**config.mk**
```make
export PLATFORM = sky130hd
export DESIGN_NAME = fetch_pc
export DESIGN_NICKNAME = d
export VERILOG_FILES = /design/src/rtl/mips_pkg.sv /design/src/rtl/npc_calc.sv /design/src/rtl/fetch_pc.sv
export SDC_FILE = /design/constraint.sdc
export NUM_CORES = 1
export LEC_CHECK = 0
export ABC_AREA = 1
export CAP_MARGIN = 5
export CORE_MARGIN = 2
export CORE_UTILIZATION = 30
export CTS_BUF_LIST = sky130_fd_sc_hd__clkbuf_2 sky130_fd_sc_hd__clkbuf_4 sky130_fd_sc_hd__clkbuf_8
export CTS_CLUSTER_DIAMETER = 80
export DETAILED_ROUTE_END_ITERATION = 7
export SYNTH_ARGS = -nofsm -noshare
export SYNTH_HDL_FRONTEND = slang
export SYNTH_SLANG_ARGS = --single-unit
```
**constraint.sdc**
```tcl
create_clock -name clk -period 6.4 [get_ports clk]
set_clock_uncertainty 0.2 [all_clocks]
set_input_delay 0.64 -clock clk [delete_from_list [all_inputs] [get_ports clk]]
set_output_delay 0.64 -clock clk [all_outputs]
set_load 0.01 [all_outputs]
```
**src/rtl/mips_pkg.sv**
```systemverilog
// Shared core definitions: text segment base, fetch run-control state
// encoding, the nop instruction word and the 16-bit sign-extension helper.
package mips_pkg;

  localparam logic [31:0] TEXT_BASE_DEFAULT = 32'h0000_3000;

  localparam logic [31:0] INSTR_NOP = 32'h0000_0000;

  typedef enum logic [1:0] {
    FETCH_RUN   = 2'd0,
    FETCH_HALT  = 2'd1,
    FETCH_FAULT = 2'd2
  } fetch_state_e;

  function automatic logic [31:0] sign_extend16(input logic [15:0] v);
    return {{16{v[15]}}, v};
  endfunction

endpackage

```
**src/rtl/npc_calc.sv**
```systemverilog
// Combinational next-PC selection: jump_reg > jump > branch > sequential,
// followed by an alignment and text-segment range check of the chosen target.
module npc_calc
  import mips_pkg::*;
#(
  parameter int          BUS_WIDTH = 10,
  parameter logic [31:0] TEXT_BASE = TEXT_BASE_DEFAULT
) (
  input  logic [31:0] pc_plus4,
  input  logic        branch_taken,
  input  logic [15:0] branch_off,
  input  logic        jump,
  input  logic [25:0] jump_index,
  input  logic        jump_reg,
  input  logic [31:0] reg_target,
  output logic [31:0] target,
  output logic        bad
);

  // One past the last ROM byte, held in 33 bits so a segment ending at the
  // top of the address space cannot wrap to zero.
  localparam logic [32:0] TEXT_LIMIT = {1'b0, TEXT_BASE} + (33'd4 << BUS_WIDTH);

  logic [31:0] branch_target;
  logic [31:0] jump_target;

  assign branch_target = pc_plus4 + (sign_extend16(branch_off) << 2);
  assign jump_target   = {pc_plus4[31:28], jump_index, 2'b00};

  // Priority mux of the redirect requests.
  always_comb begin
    target = pc_plus4;
    if (jump_reg) begin
      target = reg_target;
    end else if (jump) begin
      target = jump_target;
    end else if (branch_taken) begin
      target = branch_target;
    end
  end

  // Target must be word aligned and inside [TEXT_BASE, TEXT_LIMIT).
  always_comb begin
    bad = 1'b0;
    if (target[1:0] != 2'b00) begin
      bad = 1'b1;
    end else if (target < TEXT_BASE) begin
      bad = 1'b1;
    end else if ({1'b0, target} >= TEXT_LIMIT) begin
      bad = 1'b1;
    end
  end

endmodule

```
**src/rtl/fetch_pc.sv**
```systemverilog
// Program counter, zero-latency instruction fetch, RUN/HALT/FAULT run control
// and retired-instruction counter of the single-cycle core.
// Flow control: stall is a plain hold request with no handshake; when stall=1
// in RUN the stage keeps pc, state and retired unchanged and the redirect /
// halt inputs of that cycle are discarded, so execute must re-present them.
module fetch_pc
  import mips_pkg::*;
#(
  parameter int          BUS_WIDTH = 10,
  parameter logic [31:0] TEXT_BASE = TEXT_BASE_DEFAULT
) (
  input  logic                 clk,
  input  logic                 rst,
  input  logic                 stall,
  input  logic                 branch_taken,
  input  logic [15:0]          branch_off,
  input  logic                 jump,
  input  logic [25:0]          jump_index,
  input  logic                 jump_reg,
  input  logic [31:0]          reg_target,
  input  logic                 halt_req,
  input  logic                 resume,
  output logic [BUS_WIDTH-1:0] ins_addr,
  input  logic [31:0]          ins_rdata,
  output logic [31:0]          instr,
  output logic [31:0]          pc,
  output logic [31:0]          pc_plus4,
  output logic                 halted,
  output logic                 fault,
  output logic [31:0]          fault_pc,
  output logic [31:0]          retired
);

  fetch_state_e state_q, state_d;
  logic [31:0]  pc_q, pc_d;
  logic [31:0]  fault_pc_q, fault_pc_d;
  logic [31:0]  retired_q, retired_d;

  logic         run_mode;
  logic [31:0]  npc_target;
  logic         npc_bad;

  assign run_mode = (state_q == FETCH_RUN);

  assign pc       = pc_q;
  assign pc_plus4 = pc_q + 32'd4;
  assign ins_addr = BUS_WIDTH'((pc_q - TEXT_BASE) >> 2);
  assign instr    = run_mode ? ins_rdata : INSTR_NOP;
  assign halted   = (state_q == FETCH_HALT);
  assign fault    = (state_q == FETCH_FAULT);
  assign fault_pc = fault_pc_q;
  assign retired  = retired_q;

  // Redirects only matter in RUN; outside RUN the calculator is fed zeros so
  // it yields the checked sequential target used by resume.
  npc_calc #(
    .BUS_WIDTH (BUS_WIDTH),
    .TEXT_BASE (TEXT_BASE)
  ) u_npc_calc (
    .pc_plus4     (pc_plus4),
    .branch_taken (branch_taken & run_mode),
    .branch_off   (branch_off),
    .jump         (jump & run_mode),
    .jump_index   (jump_index),
    .jump_reg     (jump_reg & run_mode),
    .reg_target   (reg_target),
    .target       (npc_target),
    .bad          (npc_bad)
  );

  // Next-state logic for run control, pc, fault address and retire count.
  always_comb begin
    state_d    = state_q;
    pc_d       = pc_q;
    fault_pc_d = fault_pc_q;
    retired_d  = retired_q;
    case (state_q)
      FETCH_RUN: begin
        if (!stall) begin
          if (halt_req) begin
            // The exit syscall itself retires; pc stays on it.
            state_d   = FETCH_HALT;
            retired_d = retired_q + 32'd1;
          end else if (npc_bad) begin
            state_d    = FETCH_FAULT;
            fault_pc_d = npc_target;
          end else begin
            pc_d      = npc_target;
            retired_d = retired_q + 32'd1;
          end
        end
      end
      FETCH_HALT: begin
        if (resume) begin
          if (npc_bad) begin
            state_d    = FETCH_FAULT;
            fault_pc_d = npc_target;
          end else begin
            state_d = FETCH_RUN;
            pc_d    = npc_target;
          end
        end
      end
      FETCH_FAULT: begin
        state_d = FETCH_FAULT;
      end
      default: begin
        state_d = FETCH_FAULT;
      end
    endcase
  end

  // State register with synchronous reset to the text base in RUN.
  always_ff @(posedge clk) begin
    if (rst) begin
      state_q    <= FETCH_RUN;
      pc_q       <= TEXT_BASE;
      fault_pc_q <= 32'h0000_0000;
      retired_q  <= 32'h0000_0000;
    end else begin
      state_q    <= state_d;
      pc_q       <= pc_d;
      fault_pc_q <= fault_pc_d;
      retired_q  <= retired_d;
    end
  end

endmodule
```
After elaboration in Yosys (flattened, before gate mapping):

Cells that the tools add are included.

* add/sub/neg operators: 4
* order comparisons: 2
* equal/unequal tests: 7
* mux-type cells: 25
* bitwise gates (word level): 4
* reduce and logical (&&, ||, !) cells: 6

Operator list (number)
* 2-to-1 mux 32 bit: 14
* one-hot mux 32 bit (2 select lines): 2
* adder 32 x 1 -> 32 bit, second input constant: 1
* adder 32 x 3 -> 32 bit, second input constant: 1
* adder 32 bit: 1
* greater-or-equal comparator 32 x 15 -> 1 bit, second input constant: 1
* less-than comparator 32 x 14 -> 1 bit, second input constant: 1
* subtractor 12 x 1 -> 12 bit, second input constant: 1
* 2-to-1 mux 2 bit: 5
* inequality test 2 bit, second input constant: 4
* AND reduction 3 bit: 2
* one-hot mux 2 bit (2 select lines): 1
* AND reduction 4 bit: 1
* nonzero test 2 bit: 2
* AND 1 bit: 3
* 2-to-1 mux 1 bit: 3
* inequality test 3 x 2 -> 1 bit, second input constant: 1
* == test 2 x 1 -> 1 bit, second input constant: 1
* == test 2 bit, second input constant: 1
* zero test 2 bit: 1
* NOT 1 bit: 1

* register bits after elaboration: 98
* input bits: 114
* output and inout bits: 172

Longest topological paths before layout:

Gate-level depths: netlist of run 1.

* depth after elaboration: 13
* depth in mapped cells: 33
* gate-level depth less buffers: 32

By module:

From an unflattened synthesis of run 1, not the netlist that was laid out.

* cell total of the unflattened synthesis: 1509
* area, all modules: 8650.8 um2

By module, submodules not included
* fetch_pc: instances 1, cells each 830, area an instance 5412.7 um2, sequential area each 1961.9 um2
* npc_calc: instances 1, cells each 679, area an instance 3238.1 um2, sequential area each 0.0 um2

Worst setup path before layout of run 1:

OpenSTA, ideal clock, no wires.

* path type: register to register
* start point: register pc_q[2], in the netlist pc[2]
* end point: register retired_q[20], in the netlist retired[20]
* arrival: 3.606 ns
* required time: 6.068 ns
* setup slack: 2.462 ns
* cell stages (with the launch flop): 25
* path buffers: 1
* cells stage by stage: dfxtp_1 ha_1 nand3_1 nor3_4 nand4_1 and2_1 ha_1 nand2_1 nor2_1 nand2_1 nor3_1 nand2_1 nand3_1 nand3_1 a21oi_1 nand2_1 nor2_1 nand3_1 nor2_1 nand2_2 nand2_2 nand2_2 buf_2 nand2_1 a21oi_1

* cells in the longest elaborated chain, start to end: 11
* elaborated cells between the ends (all ways): 12

Ends and longest elaborated chain
* start, declared: line fetch_pc.sv:35 `logic [31:0] pc_q, pc_d;`
* start signal, assigned: line fetch_pc.sv:122 `pc_q <= pc_d;`
* adder 32 x 3 -> 32 bit *: line fetch_pc.sv:46 `assign pc_plus4 = pc_q + 32'd4;`
* via pc_plus4[24]: line fetch_pc.sv:27 `output logic [31:0] pc_plus4,`
* adder 32 bit: line npc_calc.sv:27 `assign branch_target = pc_plus4 + (sign_extend16(branch_off) << 2);`
* 2-to-1 mux 32 bit *: line npc_calc.sv:37 `end else if (branch_taken) begin`
* 2-to-1 mux 32 bit *: line npc_calc.sv:35 `end else if (jump) begin`
* 2-to-1 mux 32 bit *: line npc_calc.sv:33 `if (jump_reg) begin`
* greater-or-equal comparator 32 x 15 -> 1 bit: line npc_calc.sv:49 `end else if ({1'b0, target} >= TEXT_LIMIT) begin`
* 2-to-1 mux 1 bit: line npc_calc.sv:49
* 2-to-1 mux 1 bit *: line npc_calc.sv:47 `end else if (target < TEXT_BASE) begin`
* 2-to-1 mux 1 bit *: line npc_calc.sv:45 `if (target[1:0] != 2'b00) begin`
* inequality test 2 bit (no line) *
* AND reduction 3 bit (no line) *
* end signal, assigned: line fetch_pc.sv:124 `retired_q <= retired_d;`
* end, declared: line fetch_pc.sv:37 `logic [31:0] retired_q, retired_d;`

Mark *: on every way through the listed nets, which the timed path passes. The rest lies on a longest branch.
A chain may end at the register's enable or synchronous reset.

Worst setup path in the final report of run 1:

* start point: register pc_q[11], in the netlist pc[11]
* end point: register fault_pc_q[27], in the netlist fault_pc[27]

* cells in the longest elaborated chain, start to end: 13
* elaborated cells between the ends (all ways): 15

Ends and longest elaborated chain
* adder 32 x 3 -> 32 bit *: line fetch_pc.sv:46
* adder 32 bit: line npc_calc.sv:27
* 2-to-1 mux 32 bit: line npc_calc.sv:37
* 2-to-1 mux 32 bit *: line npc_calc.sv:35
* 2-to-1 mux 32 bit *: line npc_calc.sv:33
* greater-or-equal comparator 32 x 15 -> 1 bit: line npc_calc.sv:49
* 2-to-1 mux 1 bit: line npc_calc.sv:49
* 2-to-1 mux 1 bit: line npc_calc.sv:47
* 2-to-1 mux 1 bit: line npc_calc.sv:45
* 2-to-1 mux 32 bit *: line fetch_pc.sv:84, fetch_pc.sv:95
* 2-to-1 mux 32 bit: line fetch_pc.sv:80 `if (halt_req) begin`
* 2-to-1 mux 32 bit: line fetch_pc.sv:79 `if (!stall) begin`
* one-hot mux 32 bit (2 select lines) *: line fetch_pc.sv:77 `case (state_q)`
* end signal, assigned: line fetch_pc.sv:123 `fault_pc_q <= fault_pc_d;`
* end, declared: line fetch_pc.sv:36 `logic [31:0] fault_pc_q, fault_pc_d;`

Mark *: on every way between the ends. The rest lies on a longest branch, timed or not. The select of a mux whose other input is x is not followed.

==> results of run 1 <==
[worst max-delay path, stage by stage, from the launching register on]
cell and delay (ns):
dfxtp_1 0.53, nand2_1 0.13, nor2_1 0.23, nand2_1 0.10
nor3b_1 0.27, nand2_1 0.10, xor2_1 0.37, inv_1 0.12
ha_1 0.38, nand2_1 0.13, nor3_1 0.40, nand3_1 0.23
nand2_1 0.12, nand2_1 0.06, nand3_1 0.10, nand2_1 0.05
nand2_1 0.09, nand2_1 0.07, nand2_1 0.07, nand2_1 0.05
nor2_1 0.19, nand2_2 0.14, nand2_2 0.32, inv_2 0.39
o21ai_0 0.27, nor2_1 0.05
[worst max path at each step]
stage	startpoint	slack (ns)	endpoint
floorplan	pc[2]$_SDFFE_PP0P_	2.46	retired[20]$_SDFFE_PP0P_
global placement	branch_off[15]	1.10	fault_pc[1]$_SDFFE_PP0P_
detailed placement	branch_off[15]	1.11	fault_pc[30]$_SDFFE_PP0P_
CTS	pc[3]$_SDFFE_PP0P_	1.28	fault_pc[27]$_SDFFE_PP0P_
global route	pc[10]$_SDFFE_PP0P_	0.48	fault_pc[31]$_SDFFE_PP0P_
finish	pc[11]$_SDFFE_PP0P_	1.13	fault_pc[27]$_SDFFE_PP0P_
[cell usage after synthesis]
library cell,number,area [sq um]
a21oi_1,90,450.4
inv_2,5,18.77
nand2_1,485,1821
dfxtp_1,98,1962
inv_1,254,953.4
a21o_1,1,7.510
nor2_4,4,45.04
a31oi_1,1,6.260
buf_6,4,45.04
and2_1,7,43.79
nor3b_1,4,30.03
buf_1,3,11.26
buf_4,13,97.59
clkbuf_1,27,101.4
ha_1,35,437.9
nand4_1,20,125.1
clkbuf_2,1,5.000
o21ai_0,41,205.2
nor4_1,7,43.79
a211oi_1,1,7.510
o21ai_1,7,35.03
xor2_1,38,332.8
buf_2,13,65.06
or2_2,6,37.54
nand2_2,7,43.79
fa_1,1,20.02
nor3_2,1,10.01
a21boi_1,3,22.52
nor2_1,205,769.5
o21bai_1,10,75.07
xnor2_1,8,70.07
nor3_1,23,115.1
nand3b_1,4,30.03
clkinv_1,5,18.77
o22ai_1,3,18.77
nand3_1,143,715.7
or2_1,1,6.260
nor2_2,4,25.02
o211ai_1,2,15.01
nor3_4,1,16.27
[cell type report]
cell class	instances	area, sq um
Multi-Input combinational cell	1163	5584
Tap cell	384	480.5
Inverter	264	991.0
Clock inverter	7	75.07
Timing Repair Buffer	297	2943
Clock buffer	9	123.9
Sequential cell	98	1962
Antenna cell	1	2.502
Fill cell	3187	16700
[cells by family after synthesis]
kind of cell / count (synthesis)
xor gates and xnor gates: 46
buffers and inverters: 325
DFF: 98
AOI/OAI and AO/OA: 159
adders and majority gates: 36
and+or+nand+nor: 922
[flip-flops by register name (all words and copies together), names as in the netlist]
register / flops
fault_pc: 32
pc: 32
retired: 32
state_q: 2
[metal layers]
layer  global-route usage [%]  up-vias  wire [um]
li1                         -     5409          -
met1                    32.58     4952      16960
met2                    39.83      434      17420
met3                    4.286       32       2887
met4                    6.061        0        662
met5                        0        -          0
[stage by stage]
| stage | utilization, % | cells | area, sq um |
|---|---|---|---|
| after floorplan | - | 1586 | 8860 |
| after global placement | 41.45 | 2206 | 11960 |
| after detailed placement | 41.45 | 2206 | 11960 |
| after CTS | 42.13 | 2222 | 12160 |
| after global routing | 42.14 | 2223 | 12160 |
| final | 42.14 | 2223 | 12160 |
[placed cells by master (no fill, tap or decap), drive strengths merged, types with 4 or more instances in the layout]
cell	synthesis	routed
buf	33	12
o21ai	48	48
nor3b	4	4
xor2	38	38
inv	259	261
nand4	20	20
dfxtp	98	98
clkdlybuf4s50	0	285
nor2	213	213
nor3	25	25
clkinv	5	7
and2	7	7
a21oi	90	90
nor4	7	7
clkbuf	28	9
nand3	143	143
or2	7	7
nand2	492	492
nand3b	4	4
o21bai	10	10
ha	35	35
xnor2	8	8
[power groups by stage]
stage	registers (mW)	logic, mW	clock network, mW
2_1_floorplan	0.686	0.292	0
3_3_place_gp	0.676	0.594	0
3_5_place_dp	0.676	0.594	0
4_1_cts	0.662	0.597	0.433
5_1_grt	0.666	0.652	0.456
6_report	0.663	0.597	0.419
==> impl_metrics.tcl, run 1 <==
set metrics [dict create \
    drc 0 \
    hold_violations 0 \
    die_w_um 175.9 \
    synth_fa_ha_area_share_pct 5.169 \
    synth_xor_area_share_pct 4.547 \
    p_sw_share_pct 37.69 \
    syn_inst 1586 \
    ys.warnings.count 0 \
    clockPowerShare_pct 25.0 \
    grt_pass1_wl_mm 57.97 \
    syn2layout_area_growth_pct 37.27 \
    finalPower_mw 1.679 \
    dr_total_vias 10830 \
    hold_path.class "flip-flop to flip-flop" \
    antenna_found_initial 1 \
    clock-sinks 98 \
    track_usage_pct 24.15 \
    fin_crit_ns 5.266 \
    timing.hold.ws_ns 0.2828 \
    maxCapViolCount 0 \
    synth_compound_area_share_pct 9.518 \
    grt-ovfl-total 0 \
    tns_ns 0 \
    synth_nets 1736 \
    r2r-end "fault_pc[27]$_SDFFE_PP0P_" \
    initial_core_util_pct 30.70 \
    coreArea_sq_um 28860 \
    p_leak_nw 5.812 \
    min_from "fault_pc[5]$_SDFFE_PP0P_" \
    whs_endpoint "fault_pc[5]$_SDFFE_PP0P_" \
    postRouteAntennaNets 0 \
    synth_top_family_by_area "simple AND/OR/NAND/NOR gates" \
    nets 1983 \
    cts_tree "built" \
    pin_count 286 \
    syn_area_sq_um 8860 \
    rows 62 \
    synth.mux.area_fraction_pct 0 \
    reg2reg_depth 25 \
    wl_per_cell_um 17.06 \
    clock_path_buffers 2 \
    hold_depth 2 \
    ys_seq_elements 98 \
    cp_data_required_time_ns 6.48 \
    die_h_um 175.9 \
    clkLatencyLatePin_ns 0.40 \
    avgSynthCellArea_sq_um 5.586 \
    cts_setup_buffers 0 \
    pwr-share-seq_pct 39.5 \
    crit_arrival_ns 5.35 \
    cp-start-kind "flip-flop" \
    setup-violations-final 0 \
    tightestPinTransition_ns 0.8487 \
    drtPass1Iterations 6 \
    port_buffers 285 \
    wl_mm 37.92 \
    path_class "flip-flop to flip-flop" \
    cts_hold_buf 0 \
    reg2reg_from "pc[11]$_SDFFE_PP0P_" \
    critPathCaptureType "flip-flop" \
    dieArea_sq_um 30920 \
    p_per_area_nw_per_um2 138.1 \
    rsz0062_at_grt "no" \
    path_max_fanout 45 \
    status "complete, no violations" \
    synthSimpleGateAreaFrac_pct 43.77 \
    power.switching_mw 0.6329 \
    root_buffer "clkbuf_8" \
    avgViaCountPerCell 4.870 \
    synthDistinctLibCells 40 \
    slew_viol_final 0 \
    slew_headroom_pct 43.28 \
    cellInternalPower_mw 1.046 \
    ir_drop_uv 109.7 \
    cts_buffers 9 \
    ff2ff_setup_slack_ns 1.13 \
    ys_seq_area_share_pct 22.14 \
    cts_resized 0 \
    setup_ws_ns 1.134 \
    fmax_mhz 189.9 \
    pre_cts_ws_ns 1.108 \
    grt_pass1_vias 10100 \
    drtIter0Drc 913 \
    htree_levels 3 \
    cts.reportedPaths.clkPinSlew_ns 0.13 \
    drive_gt1_share_pct 3.101 \
    dp_hpwl_mm 30.66 \
    fin_crit_sh_pct 82.28 \
    grt_max_degree 61 \
    p_comb_share_pct 35.6 \
    gp_congestion 0.9710 \
]
No activity file was read; power rests on OpenSTA's default activity.
==> run 2, diff against run 1 <==
Clock period 6.4 ns to 4.48 ns, I/O delays scaled along.
==> run 2 against run 1 <==
Against the previous run: non-clock buffer count grew 51; utilization increased by 3.4 points; register-to-register slack worse by 0.89 ns; die area unchanged; clock power is 44% higher; combinational power rose by 55%; first-iteration DRC count grew 3.0%; worst setup slack worse by 0.89 ns; via count shrank 0.14%; final cell count increased by 2.3%; critical path depth unchanged; hold slack lost 0.017 ns; critical path type unchanged; largest cell class unchanged.
==> impl_metrics.tcl, run 2 (synthesized netlist as in run 1, its figures left out) <==
set metrics [dict create \
    wl_mm 38.56 \
    fmax_mhz 236.0 \
    path_max_fanout 32 \
    drive_gt1_share_pct 10.85 \
    clock_path_buffers 2 \
    track_usage_pct 24.18 \
    dieArea_sq_um 30920 \
    nets 2034 \
    rows 62 \
    busiest_layer "met2" \
    grt_pass1_wl_mm 57.73 \
    status "complete, no violations" \
    ir_drop_uv 127.0 \
    gp_congestion 0.9856 \
    root_buffer "clkbuf_8" \
    n_fill_cell 3095 \
    pin_count 286 \
    maxCapViolCount 0 \
    slowest_delay_ns 0.37 \
    drtPass1Iterations 6 \
    syn2layout_area_growth_pct 48.30 \
    cts_tree "built" \
    p_per_area_nw_per_um2 187.7 \
    setup-violations-final 0 \
    stdcell_count 2275 \
    mostFrequentLayoutCells "475 x nand2_1, 285 x clkdlybuf4s50_1, 251 x inv_1" \
    slew_headroom_pct 56.40 \
    coreArea_sq_um 28860 \
    dp_hpwl_mm 31.23 \
    fin_crit_sh_pct 94.59 \
    hold_path.class "flip-flop to flip-flop" \
    met2_usage_pct 38.35 \
    wl_per_cell_um 16.95 \
    cts.reportedPaths.clkPinSlew_ns 0.10 \
    worst-path-buf-inv 3 \
    cpLargestDelayFamily "simple AND/OR/NAND/NOR gates" \
    grt_max_degree 61 \
    hold_violations 0 \
    crit_top_cell "nand2_1" \
    finalPower_mw 2.466 \
    fin_crit_ns 4.238 \
    tightestPinTransition_ns 0.6500 \
    clock-sinks 98 \
    drc 0 \
    initial_core_util_pct 30.70 \
    die_w_um 175.9 \
    grt_pass1_vias 10110 \
    dr_total_vias 10810 \
    layout_commonest_cell "nand2_1" \
    slew_viol_final 0 \
    path_class "flip-flop to flip-flop" \
    antenna_found_initial 2 \
    critPathCaptureType "flip-flop" \
    met3_usage_pct 4.740 \
    crit_arrival_ns 4.30 \
    postRouteAntennaNets 0 \
    grt_util_met1_pct 32.81 \
    cp_data_required_time_ns 4.54 \
    clkLatencyLatePin_ns 0.41 \
    cp_slowest_cell "ha_1" \
    htree_levels 3 \
    grt-ovfl-total 0 \
    port_buffers 285 \
    dp.cells 2248 \
    avgViaCountPerCell 4.753 \
    drtIter0Drc 940 \
    cp-start-kind "flip-flop" \
    p_leak_nw 6.170 \
    die_h_um 175.9 \
    cts_buffers 9 \
]
[run 2: worst paths after layout]
| kind | start | endpoint | slack, ns | cells past startpoint |
|---|---|---|---|---|
| worst min register to register | fault_pc[2]$_SDFFE_PP0P_ | fault_pc[2]$_SDFFE_PP0P_ | 0.27 | 2 |
| worst min-delay path | fault_pc[2]$_SDFFE_PP0P_ | fault_pc[2]$_SDFFE_PP0P_ | 0.27 | 2 |
| worst max register to register | pc[3]$_SDFFE_PP0P_ | retired[28]$_SDFFE_PP0P_ | 0.24 | 25 |
| worst max-delay path | pc[3]$_SDFFE_PP0P_ | retired[28]$_SDFFE_PP0P_ | 0.24 | 25 |
[run 2: area by class of cell]
cell class | count | area [sq um] | area share (%)
Antenna cell | 2 | 5.005 | 0.03809
Clock buffer | 9 | 123.9 | 0.9428
Clock inverter | 7 | 72.57 | 0.5523
Inverter | 264 | 991.0 | 7.542
Multi-Input combinational cell | 1163 | 6053 | 46.07
Sequential cell | 98 | 1999 | 15.22
Tap cell | 384 | 480.5 | 3.657
Timing Repair Buffer | 348 | 3413 | 25.98
[run 2: power breakdown]
| part | internal [mW] | switching (mW) |
|---|---|---|
| logic | 0.406 | 0.517 |
| clock network | 0.218 | 0.384 |
| registers | 0.913 | 0.0283 |
[run 2: routing by layer]
| layer | part of all wire (%) | wire length, um |
|---|---|---|
| met2 | 44 | 17070 |
| met3 | 7.6 | 2923 |
| met1 | 45 | 17450 |
| met4 | 2.9 | 1119 |
| met5 | 0 | 0 |
[run 2: through the flow]
step / TNS, ns / util, % / setup slack [ns] / instance area, sq um / hold WS [ns]
2_1_floorplan: 0 / - / 0.5419 / 8860 / 0.2873
3_3_place_gp: -16.77 / 42.75 / -0.2212 / 12340 / 0.2546
3_5_place_dp: -17.10 / 42.75 / -0.2441 / 12340 / 0.2581
4_1_cts: 0 / 43.57 / 0.007971 / 12570 / 0.2717
5_1_grt: -1.318 / 45.53 / -0.05273 / 13140 / 0.2947
6_report: 0 / 45.53 / 0.2424 / 13140 / 0.2662
[run 2: repair_timing]
| item | CTS | global route |
|---|---|---|
| endpoints found under the setup margin | 97 | 97 |
| buffers inserted | 1 | 7 |
| hold buffers | 0 | 0 |
| resized for setup | 14 | 117 |
| cloned | 0 | 1 |
| pin swaps | 0 | 15 |
[run 2: worst register-to-register path, cell delays in order (launching register included)]
cell	delay, ns
dfxtp_1	0.36
buf_4	0.15
nand2_2	0.10
nor2_4	0.14
xor2_1	0.33
inv_1	0.11
ha_1	0.37
nand2_1	0.12
nand3_1	0.26
nand3_1	0.18
nand3_1	0.14
nand2_1	0.15
nand2_1	0.08
nand2_1	0.06
nand3_1	0.08
a21oi_2	0.19
nand2_1	0.08
nor2_2	0.13
nand3_1	0.11
nor2_2	0.19
nand2_4	0.12
nand2_8	0.11
nand2_2	0.07
buf_12	0.18
nand2_1	0.09
a21oi_1	0.05
==> run 3, diff against run 2 <==
Settings changed: SKIP_LAST_GASP set to 1.
==> results of run 3 <==
Same layout as run 2: the final DEF is identical, and so are final timing and power.
==> variant, RTL diff (settings of run 1) <==
Make the reset (`rst`) asynchronous in one clocked block. Comments in the files are not updated.
--- a/src/rtl/fetch_pc.sv
+++ b/src/rtl/fetch_pc.sv
@@ -113,3 +113,3 @@
   // State register with synchronous reset to the text base in RUN.
-  always_ff @(posedge clk) begin
+  always_ff @(posedge clk or posedge rst) begin
     if (rst) begin
Check against the original RTL: differs if rst is asserted again (counterexample within 4 cycles, from zero or initial values and one cycle with rst high); with rst held inactive, the same outputs for 4 cycles.
==> variant against run 1 <==
Utilization decreased by 0.20 points; die area fell by 1.2%; setup slack better by 0.25 ns; final area is 1.0% lower; cell count is 6.3% lower; area after synthesis fell by 1.2%; critical path depth stayed put; sequential share of layout area rose by 4.3 points; global-route usage is 1.8 points lower; sequential cell count stayed put; routed wire length shrank 7.6%.
Power is not compared: it rests on default switching activity, and its combinational part moved more than twofold at a synthesized area within 25%.
==> variant: results <==
metrics = {
    "routing": {
        "top_layer": "met5",
        "wl_met1_mm": 16.3,
        "wl_met2_mm": 15.9,
        "drtIter0Drc": 820,
        "vias_per_cell": 4.70,
        "firstDrtPassIters": 7,
        "vias": 9795,
    },
    "grt": {
        "grt_util_met1_pct": 30.8,
        "grt_pass1_wl_mm": 53.1,
        "globalRouteTotalUtil_pct": 22.4,
        "gr-usage-met2_pct": 35.7,
        "grt_use_met3_pct": 4.50,
        "grt_max_degree": 63,
        "grt_pass1_vias": 9274,
    },
    "timing": {
        "holdWs_ns": 0.297,
        "slew_headroom_pct": 42.4,
    },
    "synth": {
        "synth_xor_area_share_pct": 4.70,
        "synth_compound_area_share_pct": 8.31,
        "synth_cell_types": 43,
        "synthArstFlopShare_pct": 100,
        "ys_seq_area_share_pct": 28.1,
        "synth_mux_area_share_pct": 0,
        "yosys.area_share.adder_pct": 4.95,
        "syn_inst": 1439,
        "synth_nets": 1587,
        "synth_ff_type": "dfrtp_1",
    },
    "setup_path": {
        "crit_fanout": 33,
        "r2r-start": "pc[5]",
        "crit_slowest_cell": "dfrtp_1",
        "r2r_end": "retired[31]",
        "arrival_ns": 5.08,
    },
    "placement": {
        "pre_cts_slack_ns": 1.48,
        "place_area_um2": 11900,
        "placed_cells": 2067,
        "detailedPlacementHpwl_mm": 28.8,
    },
    "finish": {
        "drive_gt1_share_pct": 3.18,
        "antennaDiodeCount": 0,
        "nNetsFinal": 1842,
    },
    "outcome": {
        "status": "complete, no violations",
    },
    "min_path": {
        "min_to": "fault_pc[10]",
        "min-delay-start": "fault_pc[10]",
    },
}
## variant: changes by cell type after synthesis, sizes merged, moves of 11 or more
cell | run 1 | this run
inv | 259 | 215
nand3 | 143 | 122
nor2 | 213 | 148
a21oi | 90 | 37
dfrtp | 0 | 96
clkbuf | 28 | 15
o21ai | 48 | 62
nand2 | 492 | 524
xnor2 | 8 | 19
dfxtp | 98 | 0
## variant: how the worst max path moves through the flow
stage | startpoint | end | slack (ns)
finish | pc[5] | retired[31] | 1.39
global route | pc[5] | retired[11] | 0.89
CTS | pc[5] | retired[11] | 1.44
detailed placement | pc[5] | retired[26] | 1.48
global placement | pc[5] | retired[0] | 1.51
floorplan | pc[4] | retired[3] | 2.64
## variant: cell type report
type                    instances  area (µm²)  share of cell area, %
multi-input cells            1078        5210                   43.3
flip-flops and latches         98        2450                   20.4
repair buffers                290        2890                   24.0
clock inverters                 7        60.1                  0.499
inverters                     217         817                   6.79
clock buffers                   9         124                   1.03
well taps                     384         480                   3.99
